===== src/rtl/branch_sequencer.sv =====
// branch_sequencer: resolves one conditional branch at a time using the shared comparator.

// comparator: unsigned magnitude compare, 00 lt, 01 gt, 10 eq.
module comparator #(
    parameter int WIDTH = 16
) (
    input  logic [WIDTH-1:0] a,
    input  logic [WIDTH-1:0] b,
    output logic [1:0]       res
);
    assign res = (a < b) ? 2'b00 : (a > b) ? 2'b01 : 2'b10;
endmodule

module branch_sequencer #(
    parameter int DATA_WIDTH = 16,
    parameter int PC_WIDTH   = 16
) (
    input  logic                  clk,
    input  logic                  rst_n,
    input  logic                  req_valid,
    output logic                  req_ready,
    input  logic [2:0]            req_cond,
    input  logic [PC_WIDTH-1:0]   req_pc,
    input  logic [PC_WIDTH-1:0]   req_offset,
    input  logic                  opnd_valid,
    input  logic [DATA_WIDTH-1:0] opnd_a,
    input  logic [DATA_WIDTH-1:0] opnd_b,
    input  logic                  kill,
    output logic                  stall,
    output logic                  resp_valid,
    output logic                  resp_taken,
    output logic                  resp_illegal,
    output logic                  redirect_valid,
    output logic [PC_WIDTH-1:0]   redirect_pc
);
    localparam logic [1:0] IDLE      = 2'd0;
    localparam logic [1:0] WAIT_OPND = 2'd1;
    localparam logic [1:0] COMPARE   = 2'd2;
    localparam logic [1:0] RESOLVE   = 2'd3;

    logic [1:0]            state_q, state_d;
    logic [2:0]            cond_q, cond_d;
    logic [PC_WIDTH-1:0]   pc_q, pc_d;
    logic [PC_WIDTH-1:0]   off_q, off_d;
    logic [PC_WIDTH-1:0]   target_q, target_d;
    logic [DATA_WIDTH-1:0] a_q, a_d;
    logic [DATA_WIDTH-1:0] b_q, b_d;
    logic [1:0]            cmp_q, cmp_d;
    logic [1:0]            cmp_res;
    logic                  accept;
    logic                  taken;
    logic                  in_resolve;

    comparator #(.WIDTH(DATA_WIDTH)) u_cmp (
        .a   (a_q),
        .b   (b_q),
        .res (cmp_res)
    );

    assign accept     = req_valid && req_ready;
    assign in_resolve = (state_q == RESOLVE);

    // Next-state and capture logic; kill aborts any in-flight branch.
    always_comb begin
        state_d  = state_q;
        cond_d   = cond_q;
        pc_d     = pc_q;
        off_d    = off_q;
        target_d = target_q;
        a_d      = a_q;
        b_d      = b_q;
        cmp_d    = cmp_q;
        if (state_q == IDLE) begin
            if (accept) begin
                cond_d  = req_cond;
                pc_d    = req_pc;
                off_d   = req_offset;
                a_d     = opnd_valid ? opnd_a : a_q;
                b_d     = opnd_valid ? opnd_b : b_q;
                state_d = opnd_valid ? COMPARE : WAIT_OPND;
            end
        end else if (kill) begin
            state_d = IDLE;
        end else if (state_q == WAIT_OPND) begin
            if (opnd_valid) begin
                a_d     = opnd_a;
                b_d     = opnd_b;
                state_d = COMPARE;
            end
        end else if (state_q == COMPARE) begin
            cmp_d    = cmp_res;
            target_d = pc_q + PC_WIDTH'(1) + off_q;
            state_d  = RESOLVE;
        end else begin
            state_d = IDLE;
        end
    end

    // Map the registered compare code onto the branch condition; code 11 and cond 111 never take.
    always_comb begin
        taken = (cond_q == 3'd0) ? (cmp_q == 2'b10) :
                (cond_q == 3'd1) ? (cmp_q == 2'b00 || cmp_q == 2'b01) :
                (cond_q == 3'd2) ? (cmp_q == 2'b00) :
                (cond_q == 3'd3) ? (cmp_q == 2'b01) :
                (cond_q == 3'd4) ? (cmp_q == 2'b00 || cmp_q == 2'b10) :
                (cond_q == 3'd5) ? (cmp_q == 2'b01 || cmp_q == 2'b10) :
                (cond_q == 3'd6);
    end

    // State and captured data registers.
    always_ff @(posedge clk or negedge rst_n) begin
        if (!rst_n) begin
            state_q  <= IDLE;
            cond_q   <= '0;
            pc_q     <= '0;
            off_q    <= '0;
            target_q <= '0;
            a_q      <= '0;
            b_q      <= '0;
            cmp_q    <= '0;
        end else begin
            state_q  <= state_d;
            cond_q   <= cond_d;
            pc_q     <= pc_d;
            off_q    <= off_d;
            target_q <= target_d;
            a_q      <= a_d;
            b_q      <= b_d;
            cmp_q    <= cmp_d;
        end
    end

    assign req_ready      = (state_q == IDLE) && !kill;
    assign stall          = (state_q != IDLE) || accept;
    assign resp_valid     = in_resolve && !kill;
    assign resp_taken     = in_resolve && taken;
    assign resp_illegal   = in_resolve && !kill && (cond_q == 3'd7);
    assign redirect_valid = in_resolve && !kill && taken;
    assign redirect_pc    = target_q;
endmodule


===== config.mk =====
export PLATFORM = sky130hd
export DESIGN_NAME = branch_sequencer
export DESIGN_NICKNAME = d
export VERILOG_FILES = /design/src/rtl/branch_sequencer.sv
export SDC_FILE = /design/constraint.sdc
export NUM_CORES = 1
export LEC_CHECK = 0
export BUFFER_PORTS_ARGS = -buffer_cell sky130_fd_sc_hd__buf_2
export CAP_MARGIN = 20
export CORE_UTILIZATION = 56
export DETAILED_ROUTE_END_ITERATION = 8
export PLACE_DENSITY = 0.9
export SLEW_MARGIN = 10
export SYNTH_ARGS = -nofsm -noshare
export SYNTH_HDL_FRONTEND = slang
export SYNTH_HIERARCHICAL = 1
export SYNTH_SLANG_ARGS = --single-unit

===== constraint.sdc =====
create_clock -name clk -period 2.85 [get_ports clk]
set_clock_uncertainty 0.05 [all_clocks]
set_input_delay 0.4275 -clock clk [delete_from_list [all_inputs] [get_ports clk]]
set_output_delay 0.4275 -clock clk [all_outputs]
set_load 0.02 [all_outputs]

==> results_dict.tcl, run 1 <==
set metrics [dict create \
    antenna_cells 0 \
    io-pin-count 94 \
    clk_pin_slew_ps 90 \
    postCtsHoldBufs 0 \
    critPathKind "reg2reg" \
    ys.flop_type "dfrtp_1" \
    worst_slew_pin_slew_ps 472 \
    post-route-period-util_pct 84.6 \
    gp_congestion 0.854 \
    wl_mm 9.98 \
    yosysWarnings 6 \
    vias_per_cell 5.66 \
    grt_max_degree 88 \
    fin_nets 630 \
    cts_sinks 87 \
    critPathMaxStageDelay_ps 400 \
    pre_cts_ws_ps 433 \
    cts_root_buf "clkbuf_8" \
    irDropWorstVdd_mv 0.653 \
    avgSynthCellArea_um2 11.2 \
    synth_area_leaders "dfrtp_1, mux2_2, ha_1" \
    cp.required_ps 3050 \
    min_path_type "in2reg" \
    cts_setup_buffers 0 \
    status "completed" \
    synth.distinct_cells 52 \
    dp.cells 610 \
    synthCells 425 \
    async_reset_ff_share_pct 100 \
    crit_top_cell "inv_1" \
    vias 3556 \
    slew_violations 0 \
    synth_fp_nets 537 \
    drv_cap 0 \
    grt_overflow 0 \
    dieHeight_um 94.3 \
    htreeDepth 3 \
    drc 0 \
    die_width_um 94.3 \
    syn_area_um2 4770 \
    rrSetupSlack_ps 440 \
    synth.top_cell.area_share_pct 45.6 \
    worstPathCellList "inv_1, ha_1, inv_1, fa_1, a21oi_1, o211ai_1, a311o_1, mux2i_1, a211o_1" \
    report.final.setup_viol 0 \
    antenna_found_initial 0 \
    end_kind "flop" \
    drtAntennaViolNets 0 \
    dr.pass1.iters 4 \
    finalHoldViolCount 0 \
    initial_core_util_pct 58.1 \
    place.port_buffers 93 \
    timing.setup.tns_ps 0 \
    post-route-min-period_ps 2410 \
    clk_latency_ps 360 \
    relSlewSlack_pct 68.2 \
    drive_above_1_share_pct 35.9 \
    max_freq_ghz 0.415 \
    final_cells 628 \
    startpoint_type "flop" \
    dr.first_iter.drc_count 149 \
    dpl.hpwl_mm 7.33 \
    die-area_um2 8900 \
    worstPathArrival_ps 2610 \
    grt_pass1_vias 3755 \
    fin_ws_ps 440 \
    crit_path_max_fanout 3 \
    ys_ff_latch 87 \
    fp-row-count 33 \
    p_leak_nw 2.67 \
    cts_buffers 9 \
    yosysSeqAreaShare_pct 45.6 \
    detail_route.wl_per_cell_um 15.9 \
    rsz0062_at_grt "no" \
    syn_to_final_growth_pct 16.8 \
    p_per_area_nw_per_um2 1210 \
    design.core.area_um2 8220 \
    synth_edf_count 0 \
    synth_largest_area_cell "dfrtp_1" \
    cts_tree "yes" \
    ctsResizeCount 0 \
    fillers 623 \
    grt_usage_pct 24.8 \
    cts_max_path_buffers 2 \
    cp_slowest_cell "fa_1" \
    grt_pass1_wl_mm 17.0 \
]
-- routing by layer --
metal  vias up  share of wire, %  global-route usage [%]
li1       1706                 -                       -
met1      1737                40                    28.2
met2        97                54                    45.3
met3        16               4.2                    4.75
met4         0               2.1                    10.3
met5         -                 0                       0
-- cell usage after synthesis, types with 2 or more instances --
library cell	instances
o211ai_1	2
nand3_1	12
buf_2	8
a211o_1	2
nand2_1	32
a21o_1	3
a211oi_1	3
and3_1	3
nor2_1	12
o31ai_1	4
or3b_1	2
nand4_2	2
clkbuf_1	5
nor3b_1	7
dfrtp_1	87
o21ai_0	20
ha_1	39
nor3_1	5
and2_1	3
nor2b_1	5
a31oi_1	3
o21a_1	3
mux2i_1	5
nand4_1	5
nand3b_1	4
xnor2_1	3
a21oi_1	26
and4_1	2
buf_6	3
mux2_2	67
inv_1	26
o21bai_1	2
-- state kept, by name, summed over array words and instances (netlist names) --
| register | count |
|---|---|
| off_q | 16 |
| b_q | 16 |
| a_q | 16 |
| redirect_pc | 16 |
| state_q | 2 |
| cond_q | 3 |
| cmp_q | 2 |
| pc_q | 16 |
-- placed cells by master (no fill, tap or decap), types with 7 or more instances in the layout --
master    instances
buf_2            92
dfrtp_1          87
mux2_2           67
ha_1             39
nand2_1          32
inv_1            26
a21oi_1          26
o21ai_0          20
nand3_1          12
nor2_1           12
clkbuf_8         10
nor3b_1           7
-- area by class of cell --
class,instances,area (um2),area share (%)
clock buffers,11,141,2.54
clock inverters,5,81.3,1.46
repair buffers,99,536,9.60
flip-flops and latches,87,2180,39.0
inverters,26,97.6,1.75
multi-input cells,295,2410,43.3
well taps,105,131,2.36
-- kinds of logic (layout without fill, tap and decap cells) --
family                   Yosys count  in the layout  synth area share (%)
AND/OR/NAND/NOR                  102            102                  12.1
AO/OA/AOI/OAI                     77             77                  9.93
adder cells (fa/ha/maj)           40             40                  10.6
multiplexers                      72             72                  16.9
XOR/XNOR                           4              4                 0.734
flip-flops                        87             87                  45.6
buffers and inverters             43            141                  4.14
-- critical path, delay by kind of cell, from the launching register on --
family,cells,cell delay [ps]
flip-flops,1,380
buffers and inverters,2,100
multiplexers,1,140
AO/OA/AOI/OAI,4,1060
adder cells (fa/ha/maj),2,560
-- final timing paths --
path,from,endpoint,depth (start not counted)
worst min-delay path,opnd_b[5],b_q[5]$_DFFE_PN0P_,2
min in group asynchronous,rst_n,redirect_pc[2]$_DFFE_PN0P_,2
max in group asynchronous,rst_n,a_q[14]$_DFFE_PN0P_,3
worst max register to register,pc_q[0]$_DFFE_PN0P_,redirect_pc[12]$_DFFE_PN0P_,9
worst max-delay path,pc_q[0]$_DFFE_PN0P_,redirect_pc[12]$_DFFE_PN0P_,9
worst min register to register,redirect_pc[2]$_DFFE_PN0P_,redirect_pc[2]$_DFFE_PN0P_,2
-- power by group --
group	switching, mW	internal (mW)	total, mW	leakage [nW]
Combinational	1.95	1.59	3.54	1.52
Sequential	0.386	1.85	2.24	1.05
Clock	0.440	0.518	0.958	0.110
-- metrics by stage --
stage	utilization (%)	total power, mW	cell area, um2	hold WS [ps]
finish	67.9	6.73	5580	244
global route	67.9	7.30	5580	234
CTS	67.4	6.73	5540	231
detailed placement	64.7	5.75	5320	418
global placement	64.7	5.49	5320	411
floorplan	-	4.84	4770	81.9
Power figures use the tool's default switching activity.
==> run 2: changes to the inputs <==
==> constraint.sdc (replaced) <==
create_clock -name clk -period 2.3 [get_ports clk]
set_clock_uncertainty 0.05 [all_clocks]
set_input_delay 0.345 -clock clk [delete_from_list [all_inputs] [get_ports clk]]
set_output_delay 0.345 -clock clk [all_outputs]
set_load 0.02 [all_outputs]
==> run 2 against run 1 <==
Net effect: clock-buffer cell count down 1; sequential power up 24%; global-route usage down 0.17 points; worst hold slack worse by 80 ps; critical path depth unchanged; die area unchanged; combinational power up 32%; register-to-register slack worse by 410 ps; sequential share of layout area down 0.92 points; power up 28%; critical path type unchanged; largest cell class unchanged.
==> results_dict.tcl, run 2 (synthesis gave the netlist of run 1 again) <==
set metrics [dict create \
    drv_cap 0 \
    clk_latency_ps 350 \
    vias 3632 \
    grt_max_degree 46 \
    clk_pin_slew_ps 90 \
    design.core.area_um2 8220 \
    cts_root_buf "clkbuf_8" \
    htreeDepth 3 \
    final_cells 639 \
    vias_per_cell 5.68 \
    critPathKind "reg2reg" \
    timing.setup.tns_ps 0 \
    fp-row-count 33 \
    finalHoldViolCount 0 \
    p_leak_nw 2.74 \
    post-route-period-util_pct 98.8 \
    drive_above_1_share_pct 39.5 \
    p_int_mw 5.10 \
    final_common_cell "buf_2" \
    pwr-share-seq_pct 32.2 \
    worstPathCellList "inv_1, ha_2, inv_2, fa_2, a21oi_2, o211ai_1, a311o_1, mux2i_1, a211o_1" \
    irDropWorstVdd_mv 0.727 \
    path_buf_inv 2 \
    grt_usage_pct 24.6 \
    relSlewSlack_pct 61.5 \
    p_sw_share_pct 40.9 \
    cp.required_ps 2490 \
    report.final.setup_viol 0 \
    cts_buffers 9 \
    grt_pass1_wl_mm 16.9 \
    end_kind "flop" \
    slew_violations 0 \
    power_frac_comb_pct 54.0 \
    dp.cells 616 \
    crit_family "compound AO/OA/AOI/OAI gates" \
    cts_tree "yes" \
    whs_ps 165 \
    dr.first_iter.drc_count 122 \
    dieHeight_um 94.3 \
    p_total_mw 8.64 \
    worstPathArrival_ps 2470 \
    switchingPower_mw 3.53 \
    dpl.hpwl_mm 7.67 \
    p_per_area_nw_per_um2 1510 \
    cts_sinks 87 \
    crit_path_max_fanout 2 \
    fillers 623 \
    layout_common_cells "buf_2, dfrtp_1, mux2_2" \
    die_width_um 94.3 \
    io-pin-count 94 \
    antenna_cells 0 \
    clkPwrFrac_pct 13.8 \
    final_core_util_pct 69.5 \
    grt_overflow 0 \
    drc 0 \
    status "completed" \
    antenna_found_initial 0 \
    gp_congestion 0.872 \
    worst_slew_pin_slew_ps 578 \
    fin_nets 641 \
    rsz0062_at_grt "yes" \
    dpl-instance-area_um2 5400 \
    pre_cts_ws_ps -51.7 \
    cts_max_path_buffers 2 \
    die-area_um2 8900 \
    syn_to_final_growth_pct 19.6 \
    dr.pass1.iters 4 \
    fin_ws_ps 28.6 \
    detail_route.wl_per_cell_um 16.0 \
    wl_mm 10.2 \
    post-route-min-period_ps 2270 \
    critPathMaxStageDelay_ps 390 \
    initial_core_util_pct 58.1 \
    design_area_um2 5710 \
    grt_pass1_vias 3748 \
    startpoint_type "flop" \
    cp_slowest_cell "dfrtp_1" \
    min_path_type "in2reg" \
    place.port_buffers 93 \
    max_freq_ghz 0.440 \
    drtAntennaViolNets 0 \
]
==> run 2: cell types whose count changed in the layout (fill, tap and decap cells not counted), sizes merged <==
cell,delta
inv,+1
clkbuf,-1
clkinvlp,-1
clkinv,+1
buf,+11
==> run 2: worst paths after layout <==
| kind | from | endpoint | slack, ps | depth (start not counted) |
|---|---|---|---|---|
| max in group asynchronous | rst_n | a_q[4]$_DFFE_PN0P_ | 1070 | 3 |
| worst min-delay path | req_pc[2] | pc_q[2]$_DFFE_PN0P_ | 160 | 2 |
| worst max register to register | off_q[0]$_DFFE_PN0P_ | redirect_pc[12]$_DFFE_PN0P_ | 30 | 9 |
| min in group asynchronous | rst_n | redirect_pc[4]$_DFFE_PN0P_ | 470 | 2 |
| worst min register to register | redirect_pc[2]$_DFFE_PN0P_ | redirect_pc[2]$_DFFE_PN0P_ | 430 | 2 |
| worst max-delay path | off_q[0]$_DFFE_PN0P_ | redirect_pc[12]$_DFFE_PN0P_ | 30 | 9 |
==> run 2: power by group through the flow <==
| stage | Sequential [mW] | Combinational [mW] | Clock, mW |
|---|---|---|---|
| 2_1_floorplan | 2.82 | 3.18 | 0 |
| 3_3_place_gp | 2.74 | 4.17 | 0 |
| 3_5_place_dp | 2.81 | 4.41 | 0 |
| 4_1_cts | 2.78 | 4.52 | 1.22 |
| 5_1_grt | 2.88 | 5.15 | 1.28 |
| 6_report | 2.78 | 4.66 | 1.19 |
==> run 2: routing by layer <==
layer / routed length [um] / vias to the layer above / GRT usage [%] / share of wire, %
met4: 334 / 0 / 11.9 / 3.3
li1: - / 1737 / - / -
met3: 483 / 32 / 4.51 / 4.7
met5: 0 / - / 0 / 0
met2: 5420 / 110 / 45.3 / 53
met1: 3970 / 1753 / 27.1 / 39
==> run 2: area by class of cell <==
type / count / area (um2) / area share (%)
Timing Repair Buffer: 110 / 638 / 11.2
Sequential cell: 87 / 2180 / 38.1
Clock inverter: 6 / 91.3 / 1.60
Inverter: 26 / 97.6 / 1.71
Tap cell: 105 / 131 / 2.30
Multi-Input combinational cell: 295 / 2440 / 42.7
Clock buffer: 10 / 138 / 2.41
==> run 2: worst reg2reg max path, cell delays in order (launching register included) <==
cell,delay [ps]
dfrtp_1,390
inv_1,60
ha_2,190
inv_2,50
fa_2,370
a21oi_2,180
o211ai_1,120
a311o_1,390
mux2i_1,140
a211o_1,220
==> run 2: timing repair <==
item / in CTS / in global routing
gates resized for setup: 2 / 11
endpoints found under the setup margin: 1 / 6
gates cloned: 0 / 0
pin swaps: 2 / 8
hold buffers: 1 / 0
buffers inserted: 2 / 4
endpoints found under the hold margin: 42 / 0
==> run 3: changes to the inputs <==
--- a/config.mk
+++ b/config.mk
@@ -7,9 +7,11 @@
 export LEC_CHECK = 0
 export BUFFER_PORTS_ARGS = -buffer_cell sky130_fd_sc_hd__buf_2
 export CAP_MARGIN = 20
-export CORE_UTILIZATION = 56
+export CELL_PAD_IN_SITES_DETAIL_PLACEMENT = 0
+export CELL_PAD_IN_SITES_GLOBAL_PLACEMENT = 2
+export CORE_UTILIZATION = 36
 export DETAILED_ROUTE_END_ITERATION = 8
-export PLACE_DENSITY = 0.9
+export PLACE_DENSITY = 0.8
 export SLEW_MARGIN = 10
 export SYNTH_ARGS = -nofsm -noshare
 export SYNTH_HDL_FRONTEND = slang
==> constraint.sdc (replaced) <==
create_clock -name clk -period 2.4 [get_ports clk]
set_clock_uncertainty 0.05 [all_clocks]
set_input_delay 0.36 -clock clk [delete_from_list [all_inputs] [get_ports clk]]
set_output_delay 0.36 -clock clk [all_outputs]
set_load 0.02 [all_outputs]
==> run 3 against run 2 <==
Net effect: die area up 54%; sequential cell count did not move; routed wire length decreased by 2.6%; non-clock buffer count fell by 6; clock-buffer cell count up 2; via count down 3.6%; register-to-register slack better by 80 ps; worst setup slack gained 79 ps; combinational power down 9.9%.
==> results_dict.tcl, run 3 (synthesis gave the netlist of run 1 again) <==
set metrics [dict create \
    final_cells 699 \
    layout_common_cells "buf_2, dfrtp_1, mux2_2" \
    cts_max_path_buffers 2 \
    whs_ps 192 \
    pre_cts_ws_ps -13.3 \
    worst_slew_pin_slew_ps 576 \
    critPathMaxStageDelay_ps 420 \
    antenna_cells 0 \
    dieHeight_um 117 \
    vias_per_cell 5.01 \
    rr_worst_depth 9 \
    startpoint_type "flop" \
    status "completed" \
    cp.required_ps 2580 \
    drive_above_1_share_pct 37.2 \
    irDropWorstVdd_mv 0.413 \
    cp_slowest_cell "a311o_1" \
    p_per_area_nw_per_um2 1420 \
    slew_violations 0 \
    r2r-start "pc_q[0]$_DFFE_PN0P_" \
    rrSetupSlack_ps 110 \
    crit_path_max_fanout 2 \
    timing.setup.tns_ps 0 \
    fp-row-count 41 \
    detail_route.wl_per_cell_um 14.2 \
    worstPathCellList "inv_1, ha_1, inv_1, fa_2, a21oi_2, o211ai_1, a311o_1, mux2i_1, a211o_1" \
    relSlewSlack_pct 61.6 \
    rr_endpoint "redirect_pc[12]$_DFFE_PN0P_" \
    post-route-period-util_pct 95.5 \
    dp.cells 682 \
    clk_latency_ps 340 \
    vias 3500 \
    grt_pass1_vias 3522 \
    dpl-instance-area_um2 5460 \
    htreeDepth 3 \
    post-route-min-period_ps 2290 \
    dr.first_iter.drc_count 96 \
    grt_pass1_wl_mm 16.5 \
    die-area_um2 13700 \
    fin_ws_ps 108 \
    max_freq_ghz 0.436 \
    worstSetupStartpoint "pc_q[0]$_DFFE_PN0P_" \
    drv_cap 0 \
    crit_top_cell "inv_1" \
    antenna_found_initial 2 \
    design_area_um2 5770 \
    crit_end "redirect_pc[12]$_DFFE_PN0P_" \
    syn_to_final_growth_pct 20.9 \
    grt_usage_pct 16.0 \
    wl_mm 9.95 \
    io-pin-count 94 \
    clk_pin_slew_ps 70 \
    drtAntennaViolNets 0 \
    dpl.hpwl_mm 7.51 \
    min_path_type "in2reg" \
    rsz0062_at_grt "no" \
    end_kind "flop" \
    initial_core_util_pct 37.4 \
    grt_overflow 0 \
    report.final.setup_viol 0 \
    cts_buffers 9 \
    die_width_um 117 \
    drc 0 \
    design.core.area_um2 12800 \
    place.port_buffers 93 \
    dr.pass1.iters 4 \
    p_leak_nw 2.73 \
    cts_root_buf "clkbuf_16" \
    gp_congestion 0.799 \
    cts_tree "yes" \
    cts_sinks 87 \
    worstPathArrival_ps 2470 \
    grt_max_degree 47 \
    fin_nets 635 \
    finalHoldViolCount 0 \
    final_common_cell "buf_2" \
    critPathKind "reg2reg" \
]
## run 3: changes by cell type in the layout (fill, tap and decap cells not counted), moves of 3 or more
cell	previous run	this run
inv_1	23	26
clkbuf_8	10	2
clkbuf_16	0	9
inv_2	3	0
buf_4	15	9
## run 3: repair_timing
| action | 4_1_cts | 5_1_grt |
|---|---|---|
| hold buffers | 1 | 0 |
| pin swaps | 0 | 2 |
| buffers inserted | 0 | 1 |
| setup endpoints to repair | 1 | 2 |
| gates resized for setup | 1 | 3 |
| hold endpoints to repair | 41 | 0 |
## run 3: where the power goes
group | leakage, nW | switching [mW] | internal (mW) | total, mW
Combinational | 1.54 | 2.26 | 1.95 | 4.20
Sequential | 1.05 | 0.444 | 2.21 | 2.65
Clock | 0.139 | 0.574 | 0.760 | 1.33
Total | 2.73 | 3.28 | 4.91 | 8.19
## run 3: critical path, delay by kind of cell, from the launching register on
kind	cells	cell delay, ps
AO/OA/AOI/OAI	4	1000
adder cells (fa/ha/maj)	2	510
flip-flops	1	380
multiplexers	1	130
buffers and inverters	2	110
## run 3: worst min path at each step
stage	start	endpoint	slack [ps]	cells after the start
global route	opnd_a[9]	a_q[9]$_DFFE_PN0P_	180	2
CTS	opnd_b[9]	b_q[9]$_DFFE_PN0P_	180	2
global placement	rst_n	redirect_pc[7]$_DFFE_PN0P_	350	1
finish	opnd_b[11]	b_q[11]$_DFFE_PN0P_	190	2
floorplan	rst_n	a_q[0]$_DFFE_PN0P_	10	0
detailed placement	rst_n	off_q[6]$_DFFE_PN0P_	350	1
## run 3: cell type report
type / count / area, um2
Clock buffer: 12 / 256
Clock inverter: 3 / 26.3
Fill cell: 1233 / 7000
Inverter: 26 / 97.6
Multi-Input combinational cell: 295 / 2420
Sequential cell: 87 / 2180
Tap cell: 172 / 215
Timing Repair Buffer: 104 / 578
## run 3: routing by layer
| metal | GRT usage (%) | vias to the layer above | share of wire (%) |
|---|---|---|---|
| met5 | 0 | - | 0.080 |
| met3 | 4.07 | 14 | 5.1 |
| met4 | 7.59 | 2 | 2.0 |
| li1 | - | 1722 | - |
| met2 | 27.2 | 69 | 49 |
| met1 | 18.9 | 1693 | 44 |
## run 3: stage by stage
step / util, % / total power, mW
after global routing: 45.2 / 8.96
after detailed placement: 42.8 / 6.87
after CTS: 45.1 / 8.28
after floorplan: - / 5.74
after global placement: 42.8 / 6.75
final: 45.2 / 8.19
